`src/rtl/if_prefetch_queue.sv`:
```
// Instruction-fetch front end: request/grant/in-order-response fetch into a DEPTH-entry prefetch FIFO feeding decode.
// Build option IFQ_BYPASS_EN: a response into an empty queue is written straight to the output register.
module if_prefetch_queue #(
    parameter int unsigned       DATA_W  = 32,
    parameter int unsigned       ADDR_W  = 32,
    parameter int unsigned       DEPTH   = 4,
    parameter logic [ADDR_W-1:0] PC_INIT = ADDR_W'(32'h0040_0000),
    parameter logic [DATA_W-1:0] IR_NON  = '0
) (
    input  logic                     clk,
    input  logic                     reset,
    output logic                     imem_req,
    output logic [ADDR_W-1:0]        imem_addr,
    input  logic                     imem_gnt,
    input  logic                     imem_rvalid,
    input  logic [DATA_W-1:0]        imem_rdata,
    input  logic                     redirect,
    input  logic [ADDR_W-1:0]        redirect_pc,
    input  logic                     id_ready,
    output logic                     id_valid,
    output logic [DATA_W-1:0]        id_ir,
    output logic [ADDR_W-1:0]        id_pc,
    output logic [ADDR_W-1:0]        id_npc,
    output logic [$clog2(DEPTH):0]   occupancy
);

    localparam int unsigned PTR_W = $clog2(DEPTH);
    localparam int unsigned CNT_W = PTR_W + 1;
    localparam logic [CNT_W-1:0] DEPTH_C = CNT_W'(DEPTH);

    // Fetch-side state
    logic [ADDR_W-1:0] r_pc;
    logic [CNT_W-1:0]  r_outstanding;
    logic [CNT_W-1:0]  r_discard;
    logic [PTR_W-1:0]  r_rq_wr;
    logic [PTR_W-1:0]  r_rq_rd;
    logic [ADDR_W-1:0] r_rqmem [DEPTH];

    // Instruction FIFO state
    logic [PTR_W-1:0]  r_wr_ptr;
    logic [PTR_W-1:0]  r_rd_ptr;
    logic [CNT_W-1:0]  r_count;
    logic [DATA_W-1:0] r_mem   [DEPTH];
    logic [ADDR_W-1:0] r_pcmem [DEPTH];

    // Registered decode-side outputs
    logic              r_id_valid;
    logic [DATA_W-1:0] r_id_ir;
    logic [ADDR_W-1:0] r_id_pc;
    logic [ADDR_W-1:0] r_id_npc;

    logic [CNT_W:0]    w_credit_used;
    logic              w_req;
    logic              w_accept;
    logic              w_resp_keep;
    logic              w_pop;
    logic [ADDR_W-1:0] w_resp_pc;
    logic [PTR_W-1:0]  w_rd_ptr_nxt;
    logic [CNT_W-1:0]  w_remain;
    logic [CNT_W-1:0]  w_count_nxt;
    logic              w_head_valid;
    logic [DATA_W-1:0] w_head_ir;
    logic [ADDR_W-1:0] w_head_pc;

    // A slot is reserved for every granted request, so responses always find room.
    assign w_credit_used = {1'b0, r_count} + {1'b0, r_outstanding};
    assign w_req         = !reset && !redirect && (w_credit_used < {1'b0, DEPTH_C});
    assign w_accept      = w_req && imem_gnt;
    assign w_resp_keep   = imem_rvalid && (r_discard == '0) && !redirect;
    assign w_pop         = r_id_valid && id_ready && !redirect;
    assign w_resp_pc     = r_rqmem[r_rq_rd];
    assign w_rd_ptr_nxt  = r_rd_ptr + PTR_W'(w_pop);
    assign w_remain      = r_count - CNT_W'(w_pop);
    assign w_count_nxt   = w_remain + CNT_W'(w_resp_keep);

    assign imem_req  = w_req;
    assign imem_addr = r_pc;
    assign id_valid  = r_id_valid;
    assign id_ir     = r_id_ir;
    assign id_pc     = r_id_pc;
    assign id_npc    = r_id_npc;
    assign occupancy = r_count;

    // Next head: entries that were already stored before this cycle's push
    always_comb begin
        w_head_valid = 1'b0;
        w_head_ir    = IR_NON;
        w_head_pc    = '0;
        if (w_remain != '0) begin
            w_head_valid = 1'b1;
            w_head_ir    = r_mem[w_rd_ptr_nxt];
            w_head_pc    = r_pcmem[w_rd_ptr_nxt];
        end
`ifdef IFQ_BYPASS_EN
        else if (w_resp_keep) begin
            w_head_valid = 1'b1;
            w_head_ir    = imem_rdata;
            w_head_pc    = w_resp_pc;
        end
`endif
    end

    // Storage arrays need no reset; validity is tracked by the pointers and counters
    always_ff @(posedge clk) begin
        if (w_accept) begin
            r_rqmem[r_rq_wr] <= r_pc;
        end
        if (w_resp_keep) begin
            r_mem[r_wr_ptr]   <= imem_rdata;
            r_pcmem[r_wr_ptr] <= w_resp_pc;
        end
    end

    always_ff @(posedge clk or posedge reset) begin
        if (reset) begin
            r_pc          <= PC_INIT;
            r_outstanding <= '0;
            r_discard     <= '0;
            r_rq_wr       <= '0;
            r_rq_rd       <= '0;
            r_wr_ptr      <= '0;
            r_rd_ptr      <= '0;
            r_count       <= '0;
            r_id_valid    <= 1'b0;
            r_id_ir       <= IR_NON;
            r_id_pc       <= '0;
            r_id_npc      <= ADDR_W'(4);
        end else begin
            r_outstanding <= r_outstanding + CNT_W'(w_accept) - CNT_W'(imem_rvalid);
            if (w_accept) begin
                r_rq_wr <= r_rq_wr + PTR_W'(1);
            end
            if (imem_rvalid) begin
                r_rq_rd <= r_rq_rd + PTR_W'(1);
            end
            if (redirect) begin
                // Every response still in flight after this cycle belongs to the old path
                r_pc       <= redirect_pc;
                r_discard  <= r_outstanding - CNT_W'(imem_rvalid) + CNT_W'(w_accept);
                r_wr_ptr   <= '0;
                r_rd_ptr   <= '0;
                r_count    <= '0;
                r_id_valid <= 1'b0;
                r_id_ir    <= IR_NON;
                r_id_pc    <= '0;
                r_id_npc   <= ADDR_W'(4);
            end else begin
                if (w_accept) begin
                    r_pc <= r_pc + ADDR_W'(4);
                end
                if (imem_rvalid && (r_discard != '0)) begin
                    r_discard <= r_discard - CNT_W'(1);
                end
                if (w_resp_keep) begin
                    r_wr_ptr <= r_wr_ptr + PTR_W'(1);
                end
                r_rd_ptr   <= w_rd_ptr_nxt;
                r_count    <= w_count_nxt;
                r_id_valid <= w_head_valid;
                r_id_ir    <= w_head_ir;
                r_id_pc    <= w_head_pc;
                r_id_npc   <= w_head_pc + ADDR_W'(4);
            end
        end
    end

    // Counter bounds and response ordering sanity
    always_ff @(posedge clk) begin
        if (!reset) begin
            assert (r_count <= DEPTH_C);
            assert (r_outstanding <= DEPTH_C);
            assert (r_discard <= r_outstanding);
            assert (w_credit_used <= {1'b0, DEPTH_C});
            assert (!imem_rvalid || (r_outstanding != '0));
        end
    end

endmodule
```
`config.mk`:
```
export PLATFORM = sky130hd
export DESIGN_NAME = if_prefetch_queue
export DESIGN_NICKNAME = d
export VERILOG_FILES = /design/src/rtl/if_prefetch_queue.sv
export SDC_FILE = /design/constraint.sdc
export NUM_CORES = 1
export LEC_CHECK = 0
export BUFFER_PORTS_ARGS = -buffer_cell sky130_fd_sc_hd__buf_2
export CAP_MARGIN = 20
export CORE_AREA = 2 2 204 206
export CTS_CLUSTER_SIZE = 10
export DETAILED_ROUTE_END_ITERATION = 8
export DIE_AREA = 0 0 206 208
export PLACE_DENSITY = 0.77
export SLEW_MARGIN = 20
export SYNTH_ARGS = -nofsm -noshare
export SYNTH_HDL_FRONTEND = slang
export SYNTH_SLANG_ARGS = --single-unit
```
`constraint.sdc`:
```
create_clock -name clk -period 5.4 [get_ports clk]
set_input_delay 1.35 -clock clk [delete_from_list [all_inputs] [get_ports clk]]
set_output_delay 1.35 -clock clk [all_outputs]
set_load 0.02 [all_outputs]
```
== Word level (Yosys, flattened, before mapping) ==
Memories as Yosys holds them, arrays and structs flattened.
Index checks and enable logic that the tools add are counted.

* $mul: 0
* Reductions and logical operators: 16
* Bitwise operators: 0
* $add $sub $neg: 14
* Equality and inequality tests: 0
* Div/mod/pow operators: 0
* Shift operators: 0
* Order comparisons: 1
* Muxes and demuxes: 19

{| class="wikitable"
|+ Operator list
! cell !! number
|-
| two-way mux 32 bit || 7
|-
| adder 32 x 3 -> 32 bit, second input constant || 2
|-
| adder 3 x 1 -> 3 bit || 3
|-
| two-way mux 3 bit || 3
|-
| subtractor 3 x 1 -> 3 bit || 3
|-
| logical AND 1 bit || 8
|-
| adder 2 x 1 -> 2 bit, second input constant || 3
|-
| two-way mux 1 bit || 6
|-
| two-way mux 2 bit || 3
|-
| nonzero test 2 bit || 3
|-
| nonzero test 3 bit || 2
|-
| adder 3 x 3 -> 4 bit || 1
|-
| < comparator 4 x 3 -> 1 bit, second input constant || 1
|-
| zero test 3 bit || 1
|-
| subtractor 3 x 1 -> 3 bit, second input constant || 1
|-
| adder 2 x 1 -> 2 bit || 1
|-
| zero test 1 bit || 2
|}

* Memory bits (read-only): 0
* Latch bits: 0
* Output and inout port bits: 133
* Register bits after elaboration: 146
* Bits in writable memories: 384
* Word-level logic and storage cells: 65
* Input bits: 70
* Memories kept: 3

{| class="wikitable"
|+ Memories
! name !! words !! width !! read ports !! clocked after Yosys merged registers in !! wr ports !! line !! source
|-
| r_mem || 4 || 32 || 1 || 0 || 1 || 43 || <nowiki>logic [DATA_W-1:0] r_mem [DEPTH];</nowiki>
|-
| r_pcmem || 4 || 32 || 1 || 0 || 1 || 44 || <nowiki>logic [ADDR_W-1:0] r_pcmem [DEPTH];</nowiki>
|-
| r_rqmem || 4 || 32 || 1 || 0 || 1 || 37 || <nowiki>logic [ADDR_W-1:0] r_rqmem [DEPTH];</nowiki>
|}

== Logic depth before layout (Yosys ltp) ==
* Depth after elaboration: 7
* Depth in mapped cells: 16
* Mapped depth without buffers: 13

== Worst setup path before layout ==
OpenSTA, ideal clock, no wires.

* Path type: input port to flip-flop
* Start point: input reset
* End point: register r_discard[2]
* Arrival: 4.557 ns
* Path slack: 0.708 ns
* Data required time: 5.265 ns
* Setup time: 0.135 ns
* Buffers on the path: 3
* Stages: 15
* Path through: or4_1 > a311oi_1 > and2_1 > clkbuf_1 > inv_1 > clkbuf_1 > clkbuf_1 > ha_1 > inv_1 > ha_1 > inv_1 > fa_1 > xnor2_1 > nand2_1 > o21ai_0

* Word-level cells in the longest chain between the ends: 6

{| class="wikitable"
|+ Ends and longest elaborated chain
! what !! line !! source
|-
| start, declared || 11 || <nowiki>input logic reset,</nowiki>
|-
| zero test 1 bit || -- ||
|-
| logical AND 1 bit (2 in a row) || 67 || <nowiki>assign w_req = !reset && !redirect && (w_credit_used < {1'b0, DEPTH_C});</nowiki>
|-
| named net imem_req || 12 || <nowiki>output logic imem_req,</nowiki>
|-
| logical AND 1 bit || 68 || <nowiki>assign w_accept = w_req && imem_gnt;</nowiki>
|-
| adder 3 x 1 -> 3 bit || 139 || <nowiki>r_discard <= r_outstanding - CNT_W'(imem_rvalid) + CNT_W'(w_accept);</nowiki>
|-
| two-way mux 3 bit || 136 || <nowiki>if (redirect) begin</nowiki>
|-
| end signal, assigned || 139 ||
|-
| end signal, assigned || 152 || <nowiki>r_discard <= r_discard - CNT_W'(1);</nowiki>
|-
| end, declared || 34 || <nowiki>logic [CNT_W-1:0] r_discard;</nowiki>
|}

The timed path passes the listed nets, and every way through them passes these cells.
A chain may end at the register's enable or synchronous reset.

== Worst setup path in the final report ==
* Start point: input redirect
* End point: register r_id_npc[29] (netlist: id_npc[29])

* Word-level cells in the longest chain between the ends: 7
* Elaborated cells on any way between the ends: 9
* Classes of those cells: add/sub (3); mux (2); reduce/logical (3); memory (1)

{| class="wikitable"
|+ Ends and longest elaborated chain
! what !! line !! source
|-
| start, declared || 17 || <nowiki>input logic redirect,</nowiki>
|-
| zero test 1 bit || 70 || <nowiki>assign w_pop = r_id_valid && id_ready && !redirect;</nowiki>
|-
| logical AND 1 bit || 70 ||
|-
| adder 2 x 1 -> 2 bit / subtractor 3 x 1 -> 3 bit (equally long branches) || 72, 73 ||
|-
| memory read (4 x 32 bit) / nonzero test 3 bit (equally long branches) || -- ||
|-
| two-way mux 32 bit || 89 || <nowiki>if (w_remain != '0) begin</nowiki>
|-
| adder 32 x 3 -> 32 bit || 162 || <nowiki>r_id_npc <= w_head_pc + ADDR_W'(4);</nowiki>
|-
| two-way mux 32 bit (*) || 136 ||
|-
| end signal, assigned || 162 ||
|-
| end, declared || 50 || <nowiki>logic [ADDR_W-1:0] r_id_npc;</nowiki>
|}

Mark *: on every way between the ends. The rest lies on a longest branch, timed or not.

==> out/qor.yml <==
finalPower_uw: 10320
leakage_uw: 0.009244
yosys.area_share.simple_pct: 10.19
holdBufCountCts: 0
grt_overflow: 0
start_util_pct: 52.80
wl_mm: 49.19
core_area_sq_um: 40550
num_rows: 74
fmax_ghz: 0.2330
vdd_drop_max_v: 0.0002710
routedWlPerCell_um: 22.68
min_from: "imem_addr[0]"
cts_sinks: 528
combPwrFrac_pct: 16.7
postPlaceCellArea_sq_um: 23040
slew_viol_final: 0
syn_avg_cell_area_sq_um: 15.61
whs_ns: 0.5628
synth_top_family_by_area: "simple AND/OR/NAND/NOR gates"
tightestPinTransition_ns: 0.9334
clk_latency_ns: 0.60
drtIter0Drc: 1460
cp_max_fo: 50
nNetsFinal: 1677
clockBufferDepth: 3
p_clk_share_pct: 34.2
hold_path_class: "flip-flop to flip-flop"
synth_compound_area_share_pct: 5.586
cts_buffers: 59
power.density_nw_per_um2: 417.6
hold_viol_final: 0
start_kind: "input pin"
rsz0062_at_grt: "no"
clock_skew_ns: 0.02483
cap_viol_max_count: 0
worstPathCellList: "buf_2, and3b_2, buf_12, nor3_1, o31ai_1, nand4_1, nor4_1, nand2_1, nor4_1, mux2_2"
min_period_over_period_pct: 79.49
relSlewSlack_pct: 37.55
synth-seq-cells: 528
fin_tns_setup_ns: 0
grt_use_total_pct: 23.23
grt_pass1_wl_mm: 75.73
port_buffers: 202
p_switching_uw: 2806
power_frac_seq_pct: 49.1
netlist.area_leader.share_pct: 53.85
crit_arrival_ns: 4.78
timing.rr.start: "r_rd_ptr[1]"
yosys.area_share.adder_pct: 1.204
cp-end-kind: "flip-flop"
clk_pin_slew_worst_paths_ns: 0.06
antenna_left: 0
cts_tree: "done"
pin_count: 203
synth_flop_cell: "edfxtp_1"
synth_xor_area_share_pct: 1.262
synthMuxAreaShare_pct: 9.017
swShare_pct: 27.18
critPathTopFamily: "simple AND/OR/NAND/NOR gates"
htree_levels: 2
crit_required_ns: 5.89
status: "finished clean"
avgViaCountPerCell: 5.992
synthArstFlopShare_pct: 27.27
drive_gt1_share_pct: 25.43
postLayoutCellArea_sq_um: 24720
cp-startpoint: "redirect"
grt_max_degree: 68
antenna_found_initial: 0
period_minus_slack_ns: 4.293
first_pass_iters: 5
synth_edf_count: 384
die_area_sq_um: 42850
num_vias: 13000
cts_resized: 0
synth_seq_area_share_pct: 70.69
yosysTopAreaCell: "edfxtp_1"
cp_slowest_cell: "nor4_1"
die_h_um: 208
synth_area_leaders: "edfxtp_1 54%, dfrtp_1 17%, mux4_2 7.4%"
yosys_warnings: 0
netlist_instances: 1372
route.detailed.drc: 0
setup_viol: 0
critPathMostFrequentCell: "nor4_1"
grt_pass1_vias: 13010
cp_num_buf_inv: 2
worstSetupPathType: "input pin to flip-flop"
synth_nets: 1462
hpwlAfterDp_mm: 30.56
cp_slowest_stage_delay_ns: 0.70
place_congestion: 0.9236
ys_types: 65
clockRootBuffer: "clkbuf_16"
syn_area_sq_um: 21410
intPower_uw: 7516
die_w_um: 206
postCtsSetupBuffers: 0
area_growth_pct: 15.44
## synthesized netlist by cell type (14+ instances only)
library cell / n
o221ai_1: 20
inv_1: 21
nor3_1: 51
nand2_1: 81
and2_1: 51
nor2_1: 99
o31ai_1: 22
nor3b_1: 24
clkbuf_1: 38
ha_1: 19
mux2_2: 27
buf_2: 14
edfxtp_1: 384
xnor2_1: 21
dfrtp_1: 142
a21oi_1: 21
mux4_2: 70
nand3_1: 29
and3_1: 18
a221o_1: 14
o21ai_0: 51
## metrics by stage
stage | util [%] | instances | setup slack, ns
after CTS | 60.94 | 2168 | 1.179
after global placement | 56.82 | 2058 | 0.6881
final | 60.95 | 2169 | 1.107
after global routing | 60.94 | 2168 | 0.9037
after detailed placement | 56.82 | 2058 | 0.5886
after floorplan | - | 1372 | 0.1870
## worst paths after layout
path	end	slack (ns)	cells after the start
max in group asynchronous	id_npc[14]	3.42	3
hold / removal	r_rqmem[1][0]	0.56	0
hold reg to reg	r_rqmem[1][0]	0.56	0
setup reg to reg	id_npc[29]	1.39	9
min in group asynchronous	r_discard[0]	0.88	2
setup / recovery	id_npc[29]	1.11	10
## registers in the layout (all words and copies together), names as in the netlist
register and cells:
r_mem 128, r_pcmem 128, r_rqmem 128, id_ir 32, id_npc 32, imem_addr 32, id_pc 30, occupancy 3
r_discard 3, r_outstanding 3, r_rd_ptr 2, r_rq_rd 2, r_rq_wr 2, r_wr_ptr 2, id_valid 1
## worst register-to-register path: cells and delay by family, from the launching register on
kind	cells	cell delay, ns
simple gates	5	1.62
flops	1	0.74
mux	2	0.68
buf+inv	1	0.58
compound gates	1	0.28
## metal layers
layer / up-vias / routed length, um / track usage, % / share of wire [%]
met5: - / 0 / 0 / 0
met4: 0 / 874 / 6.305 / 1.8
met3: 81 / 3591 / 3.744 / 7.3
li1: 5732 / - / - / -
met2: 629 / 24050 / 38.02 / 49
met1: 6555 / 20680 / 32.56 / 42
## logic make-up (layout without fill, tap and decap cells)
| group | after synthesis | after routing |
|---|---|---|
| compound gates | 173 | 173 |
| xor+xnor | 30 | 30 |
| fa+ha+maj | 20 | 20 |
| buf+inv | 98 | 362 |
| flops | 528 | 528 |
| mux | 102 | 102 |
| other cells | 0 | 1 |
| simple gates | 421 | 421 |
## cell usage in the layout (no fill, tap or decap), types with 4 or more instances in the layout
cell type / netlist / layout
buf_12: 0 / 5
nor3_1: 51 / 51
nand2_1: 81 / 81
a31oi_1: 9 / 9
a211oi_1: 4 / 4
buf_4: 10 / 24
clkbuf_1: 38 / 47
nor3b_1: 24 / 24
o21ai_0: 51 / 51
o31ai_1: 22 / 22
nor2b_1: 6 / 6
mux2_2: 27 / 27
edfxtp_1: 384 / 384
ha_1: 19 / 19
nor2_1: 99 / 99
and2_2: 0 / 4
or4_1: 9 / 9
o311ai_0: 8 / 8
a221o_1: 14 / 14
o221ai_1: 20 / 20
dfrtp_1: 142 / 138
and2_1: 51 / 47
nand3_1: 29 / 29
nor4_1: 13 / 13
xor2_1: 8 / 8
a21oi_1: 21 / 21
nand4_1: 13 / 13
inv_1: 21 / 20
xnor2_1: 21 / 19
or3_1: 5 / 5
mux4_2: 70 / 70
dfrtp_2: 0 / 4
and3_1: 18 / 18
clkbuf_16: 0 / 59
buf_2: 14 / 202
mux2i_1: 5 / 5
## cell type report
cell class / instances / area, sq um
clock buffer: 106 / 1653
sequential: 528 / 15140
inverter: 21 / 83.83
fill: 2961 / 15840
antenna: 1 / 2.502
clock inverter: 4 / 21.27
timing repair buffer: 231 / 1291
tap: 532 / 665.6
multi-input combinational: 746 / 5858
## power groups by stage
stage / Sequential, uW / Clock (uW) / Combinational (uW)
2_1_floorplan: 5190 / 0 / 1050
3_3_place_gp: 5130 / 0 / 1660
3_5_place_dp: 5150 / 0 / 1710
4_1_cts: 5070 / 3580 / 1730
5_1_grt: 5110 / 3750 / 1880
6_report: 5070 / 3530 / 1720
(Power assumes the default switching activity.)
